### config.mk
export PLATFORM = sky130hd
export DESIGN_NAME = arb_client_ctrl
export DESIGN_NICKNAME = d
export VERILOG_FILES = /design/src/rtl/arb_client_ctrl.sv
export SDC_FILE = /design/constraint.sdc
export NUM_CORES = 1
export LEC_CHECK = 0
export BUFFER_PORTS_ARGS = -buffer_cell sky130_fd_sc_hd__buf_2
export CORE_UTILIZATION = 24
export DETAILED_ROUTE_END_ITERATION = 6
export MAX_ROUTING_LAYER = met4
export PLACE_DENSITY_LB_ADDON = 0.3
export SETUP_SLACK_MARGIN = 0.15
export SLEW_MARGIN = 5
export SYNTH_ARGS = -nofsm -noshare
export SYNTH_HDL_FRONTEND = slang
export SYNTH_SLANG_ARGS = --single-unit
### constraint.sdc
create_clock -name clk -period 3.9 [get_ports clk]
set_input_delay 0.585 -clock clk [delete_from_list [all_inputs] [get_ports clk]]
set_output_delay 0.585 -clock clk [all_outputs]
set_load 0.1 [all_outputs]
### src/rtl/arb_client_ctrl.sv
// arb_client_ctrl: per-client burst command front end for a shared arbiter.
// Each client latches a burst command, requests the arbiter, and issues one
// beat per granted cycle. Lock is held while further beats remain.
module arb_client_ctrl #(
  parameter int n           = 4,
  parameter int len_width   = 4,
  parameter int bit_width_n = 2
) (
  input  logic                       clk,
  input  logic                       rst_n,
  input  logic                       init_n,
  input  logic                       enable,
  input  logic [n-1:0]               cmd_valid,
  output logic [n-1:0]               cmd_ready,
  input  logic [n*len_width-1:0]     cmd_len,
  input  logic [n*bit_width_n-1:0]   cmd_prior,
  output logic [n-1:0]               request,
  output logic [n*bit_width_n-1:0]   prior,
  output logic [n-1:0]               lock,
  input  logic [n-1:0]               grant,
  output logic                       beat_valid,
  output logic [bit_width_n-1:0]     beat_index,
  output logic                       beat_last,
  output logic                       grant_err
);

  typedef enum logic {
    ST_IDLE   = 1'b0,
    ST_ACTIVE = 1'b1
  } client_state_e;

  // True when more than one bit of the vector is set.
  function automatic logic multi_hot(input logic [n-1:0] v);
    return (v & (v - n'(1))) != '0;
  endfunction

  client_state_e                  state_q [n];
  client_state_e                  state_d [n];
  logic [len_width:0]             rem_q   [n];
  logic [len_width:0]             rem_d   [n];
  logic [n*bit_width_n-1:0]       prior_q;
  logic [n*bit_width_n-1:0]       prior_d;
  logic                           grant_err_q;
  logic                           grant_err_d;

  logic [bit_width_n-1:0]         beat_sel_s;
  logic                           beat_valid_s;
  logic                           beat_last_s;
  logic [n-1:0]                   active_s;
  logic [n-1:0]                   lock_s;

  // Flatten per-client state into an ACTIVE bit vector.
  always_comb begin
    active_s = '0;
    for (int i = 0; i < n; i++) begin
      active_s[i] = (state_q[i] == ST_ACTIVE);
    end
  end

  // Pick the lowest-index granted client; the beat fires only if it is ACTIVE.
  always_comb begin
    beat_sel_s = '0;
    for (int i = n - 1; i >= 0; i--) begin
      beat_sel_s = grant[i] ? bit_width_n'(i) : beat_sel_s;
    end
    beat_valid_s = enable & (|grant) & active_s[beat_sel_s];
    beat_last_s  = beat_valid_s & (rem_q[beat_sel_s] == (len_width+1)'(1));
  end

  // Lock keeps the arbiter on this client while more than one beat remains.
  always_comb begin
    lock_s = '0;
    for (int i = 0; i < n; i++) begin
      lock_s[i] = grant[i] & enable & active_s[i] & (rem_q[i] > (len_width+1)'(1));
    end
  end

  // Next-state: command accept, beat countdown, sticky grant error, init clear.
  always_comb begin
    prior_d     = prior_q;
    grant_err_d = grant_err_q;
    for (int i = 0; i < n; i++) begin
      state_d[i] = state_q[i];
      rem_d[i]   = rem_q[i];
    end
    if (!init_n) begin
      prior_d     = '0;
      grant_err_d = 1'b0;
      for (int i = 0; i < n; i++) begin
        state_d[i] = ST_IDLE;
        rem_d[i]   = '0;
      end
    end else if (enable) begin
      grant_err_d = grant_err_q | multi_hot(grant);
      for (int i = 0; i < n; i++) begin
        case (state_q[i])
          ST_IDLE: begin
            if (cmd_valid[i]) begin
              state_d[i] = ST_ACTIVE;
              rem_d[i]   = {1'b0, cmd_len[i*len_width +: len_width]} + (len_width+1)'(1);
              prior_d[i*bit_width_n +: bit_width_n] = cmd_prior[i*bit_width_n +: bit_width_n];
            end else begin
              state_d[i] = ST_IDLE;
            end
          end
          ST_ACTIVE: begin
            if (beat_valid_s && (beat_sel_s == bit_width_n'(i))) begin
              rem_d[i] = rem_q[i] - (len_width+1)'(1);
              if (rem_q[i] == (len_width+1)'(1)) begin
                state_d[i] = ST_IDLE;
                prior_d[i*bit_width_n +: bit_width_n] = '0;
              end else begin
                state_d[i] = ST_ACTIVE;
              end
            end else begin
              state_d[i] = ST_ACTIVE;
            end
          end
          default: begin
            state_d[i] = ST_IDLE;
            rem_d[i]   = '0;
          end
        endcase
      end
    end else begin
      grant_err_d = grant_err_q;
    end
  end

  // State registers with asynchronous active-low reset.
  always_ff @(posedge clk or negedge rst_n) begin
    if (!rst_n) begin
      prior_q     <= '0;
      grant_err_q <= 1'b0;
      for (int i = 0; i < n; i++) begin
        state_q[i] <= ST_IDLE;
        rem_q[i]   <= '0;
      end
    end else begin
      prior_q     <= prior_d;
      grant_err_q <= grant_err_d;
      for (int i = 0; i < n; i++) begin
        state_q[i] <= state_d[i];
        rem_q[i]   <= rem_d[i];
      end
    end
  end

  assign cmd_ready  = ~active_s & {n{enable}};
  assign request    = active_s;
  assign prior      = prior_q;
  assign lock       = lock_s;
  assign beat_valid = beat_valid_s;
  assign beat_index = beat_valid_s ? beat_sel_s : '0;
  assign beat_last  = beat_last_s;
  assign grant_err  = grant_err_q;

endmodule

==> results.py <==
metrics = {
    "synthesis": {
        "synth.area.top_cells": "dfrtp_1 32%, o21ai_0 6.2%, ha_1 5.9%",
        "synth_area_um2": 2570,
        "yosys-top-cells-count": "33 x dfrtp_1, 32 x o21ai_0, 20 x a21oi_1",
        "synth_cell_type_count": 63,
        "synth_flop_cell": "dfrtp_1",
        "ys_warn_count": 0,
        "synthArstFlopShare": 1.00,
        "ys_seq_area_frac": 0.322,
        "yosysMostFrequentCell": "dfrtp_1",
        "postSynthAreaPerCell_um2": 8.39,
        "yosysTopAreaCellShare": 0.322,
        "syn_inst": 306,
        "yosys.area.top_type": "dfrtp_1",
        "syn-num-nets": 354,
        "ys_seq_elements": 33,
        "synth_edf_count": 0,
    },
    "clock_network": {
        "cts_resized": 0,
        "cts.sink_count": 33,
        "cts_max_path_buffers": 2,
        "ctsHtreeMaxLevel": 2,
        "cts.clk_slew.worst_paths_ns": 0.07,
        "cts_setup_buffers": 0,
        "cts_tree": "yes",
        "cts-hold-fix-buffers": 0,
        "clkLatencyLatePin_ns": 0.29,
        "numCtsBuffers": 5,
        "root_buffer": "clkbuf_8",
    },
    "floorplanning": {
        "die_w_um": 105,
        "die_area_um2": 11100,
        "rows": 37,
        "die_h_um": 105,
        "io_pins": 61,
        "initial_utilization": 0.249,
        "core_um2": 10300,
    },
    "global_routing": {
        "grt_antenna_before_repair": 0,
        "grt-ovfl-total": 0,
        "grt_pass1_wl_mm": 12.2,
        "grt_pass1_vias": 2475,
        "globalRouteTotalUtil": 0.140,
        "grt_max_degree": 34,
    },
    "drt": {
        "drtIter0Drc": 85,
        "drc": 0,
        "ant_nets": 0,
        "drt-total-wl_mm": 7.23,
        "vias": 2492,
        "wl_per_cell_um": 14.7,
        "viasPerCell": 5.05,
        "first_pass_iters": 4,
    },
    "timing": {
        "hold_violations": 0,
        "setup_viol": 0,
        "fmax_mhz": 323,
        "slew_viol_final": 0,
        "grt_setup_unrepaired": "false",
        "finalCritPeriodShare": 0.793,
        "tightest_slew_ns": 0.802,
        "whs_ns": 0.385,
        "period_needed_ns": 3.09,
        "fin_skew_ns": 0.00353,
        "slew_headroom": 0.465,
    },
    "power_and_ir_drop": {
        "cellPowerDensity_nw_per_um2": 339,
        "peakVddDrop_mv": 0.123,
        "p_leak_nw": 1.34,
    },
    "finish": {
        "nets": 404,
        "fin_util": 0.297,
        "drive_gt1_frac": 0.218,
        "area_growth_pct": 19.5,
        "diodes": 0,
    },
    "critical_path": {
        "cp.required_ns": 3.31,
        "critPathTopFamily": "simple AND/OR/NAND/NOR gates",
        "critPathArrivalTime_ns": 2.51,
        "setup.worst_path.start": "request[2]",
        "cp-end-kind": "output pin",
        "crit_type": "register to output pin",
        "crit_buf_inv": 1,
        "reg2reg_to": "prior[7]",
        "cp.depth": 5,
        "worstPathCellList": "a211o_1 > a21oi_1 > or3_1 > nor4_2 > buf_2",
        "critPathMaxStageDelay_ns": 0.70,
        "critPathMaxFanout": 18,
        "crit_path_start_kind": "register",
        "r2r-start": "request[1]",
        "reg2regPathDepth": 4,
        "slowest_stage": "dfrtp_1",
        "cp-endpoint": "beat_last",
        "reg2reg_slack_ns": 1.97,
    },
    "place": {
        "gp_congestion": 0.822,
        "portBuffers": 60,
        "hpwl_mm": 5.28,
    },
    "job": {
        "drv_cap": 0,
    },
    "outcome": {
        "outcome": "finished, final reports clean",
    },
    "min_path": {
        "min_path_type": "primary input to asynchronous set/reset pin",
    },
}
flip-flops by register name, summed over array words and instances, names as in the netlist:
| register | cells |
|---|---|
| rem_q | 20 |
| prior | 8 |
| request | 4 |
| grant_err | 1 |
cell usage in the layout, fill, tap and decap left out, types with 4 or more instances in the layout:
cell type and n:
nor3_1 10, nand2_1 15, and3_1 4, and2_1 6, nor2b_1 9, inv_1 16, nand3b_1 6, buf_2 60
a22oi_1 5, xor2_1 5, a21oi_1 20, xnor2_1 4, mux2i_1 5, dfrtp_1 33, ha_1 12, nand3_1 12
a31oi_1 6, nand2b_1 5, nor2_1 14, o21ai_0 32, clkbuf_8 5
layout make-up:
class / count / area [um2]
Inverter: 17 / 63.8
Multi-Input combinational cell: 237 / 1610
Sequential cell: 33 / 826
Clock buffer: 8 / 80.1
Fill cell: 1112 / 7260
Tap cell: 136 / 170
Timing Repair Buffer: 62 / 315
kinds of logic (layout without fill, tap and decap cells):
logic type / after synthesis / after routing / share of synthesized area
compound gates: 104 / 104 / 0.267
xor+xnor: 9 / 9 / 0.0307
fa+ha+maj: 12 / 12 / 0.0585
buf+inv: 36 / 87 / 0.0570
flops: 33 / 33 / 0.322
mux: 7 / 7 / 0.0283
simple gates: 105 / 105 / 0.236
worst min-delay path by stage:
| stage | from | end | cells after the start |
|---|---|---|---|
| 2_1_floorplan | rst_n | grant_err | 0 |
| 3_3_place_gp | grant_err | grant_err | 2 |
| 3_5_place_dp | grant_err | grant_err | 2 |
| 4_1_cts | rst_n | rem_q[0] | 1 |
| 5_1_grt | rst_n | prior[1] | 1 |
| 6_report | rst_n | prior[1] | 1 |
per-stage QoR:
| stage | cell area (um2) | power (W) | instances | worst slack (ns) | setup TNS (ns) |
|---|---|---|---|---|---|
| floorplan | 2580 | 0.000692 | 306 | -0.299 | -0.470 |
| global placement | 2990 | 0.000783 | 485 | 0.885 | 0 |
| detailed placement | 2990 | 0.000786 | 485 | 0.880 | 0 |
| CTS | 3070 | 0.00105 | 493 | 0.793 | 0 |
| global route | 3070 | 0.00110 | 493 | 0.647 | 0 |
| finish | 3070 | 0.00104 | 493 | 0.806 | 0 |
routing by layer:
| metal | wire length, um | up-vias | track usage | part of all wire |
|---|---|---|---|---|
| li1 | - | 1242 | - | - |
| met1 | 3500 | 1196 | 0.182 | 0.48 |
| met2 | 3380 | 50 | 0.229 | 0.47 |
| met3 | 300 | 4 | 0.0260 | 0.042 |
| met4 | 48 | 0 | 0.0272 | 0.0066 |
| met5 | 0 | - | - | 0 |
power breakdown:
group	internal, W	total [W]	leakage [nW]	switching [W]
clock network	0.000127	0.000261	0.0395	0.000134
registers	0.000371	0.000414	0.437	0.0000433
logic	0.000115	0.000365	0.865	0.000250
total	0.000613	0.00104	1.34	0.000428
No activity file was read; power rests on OpenSTA's default activity.
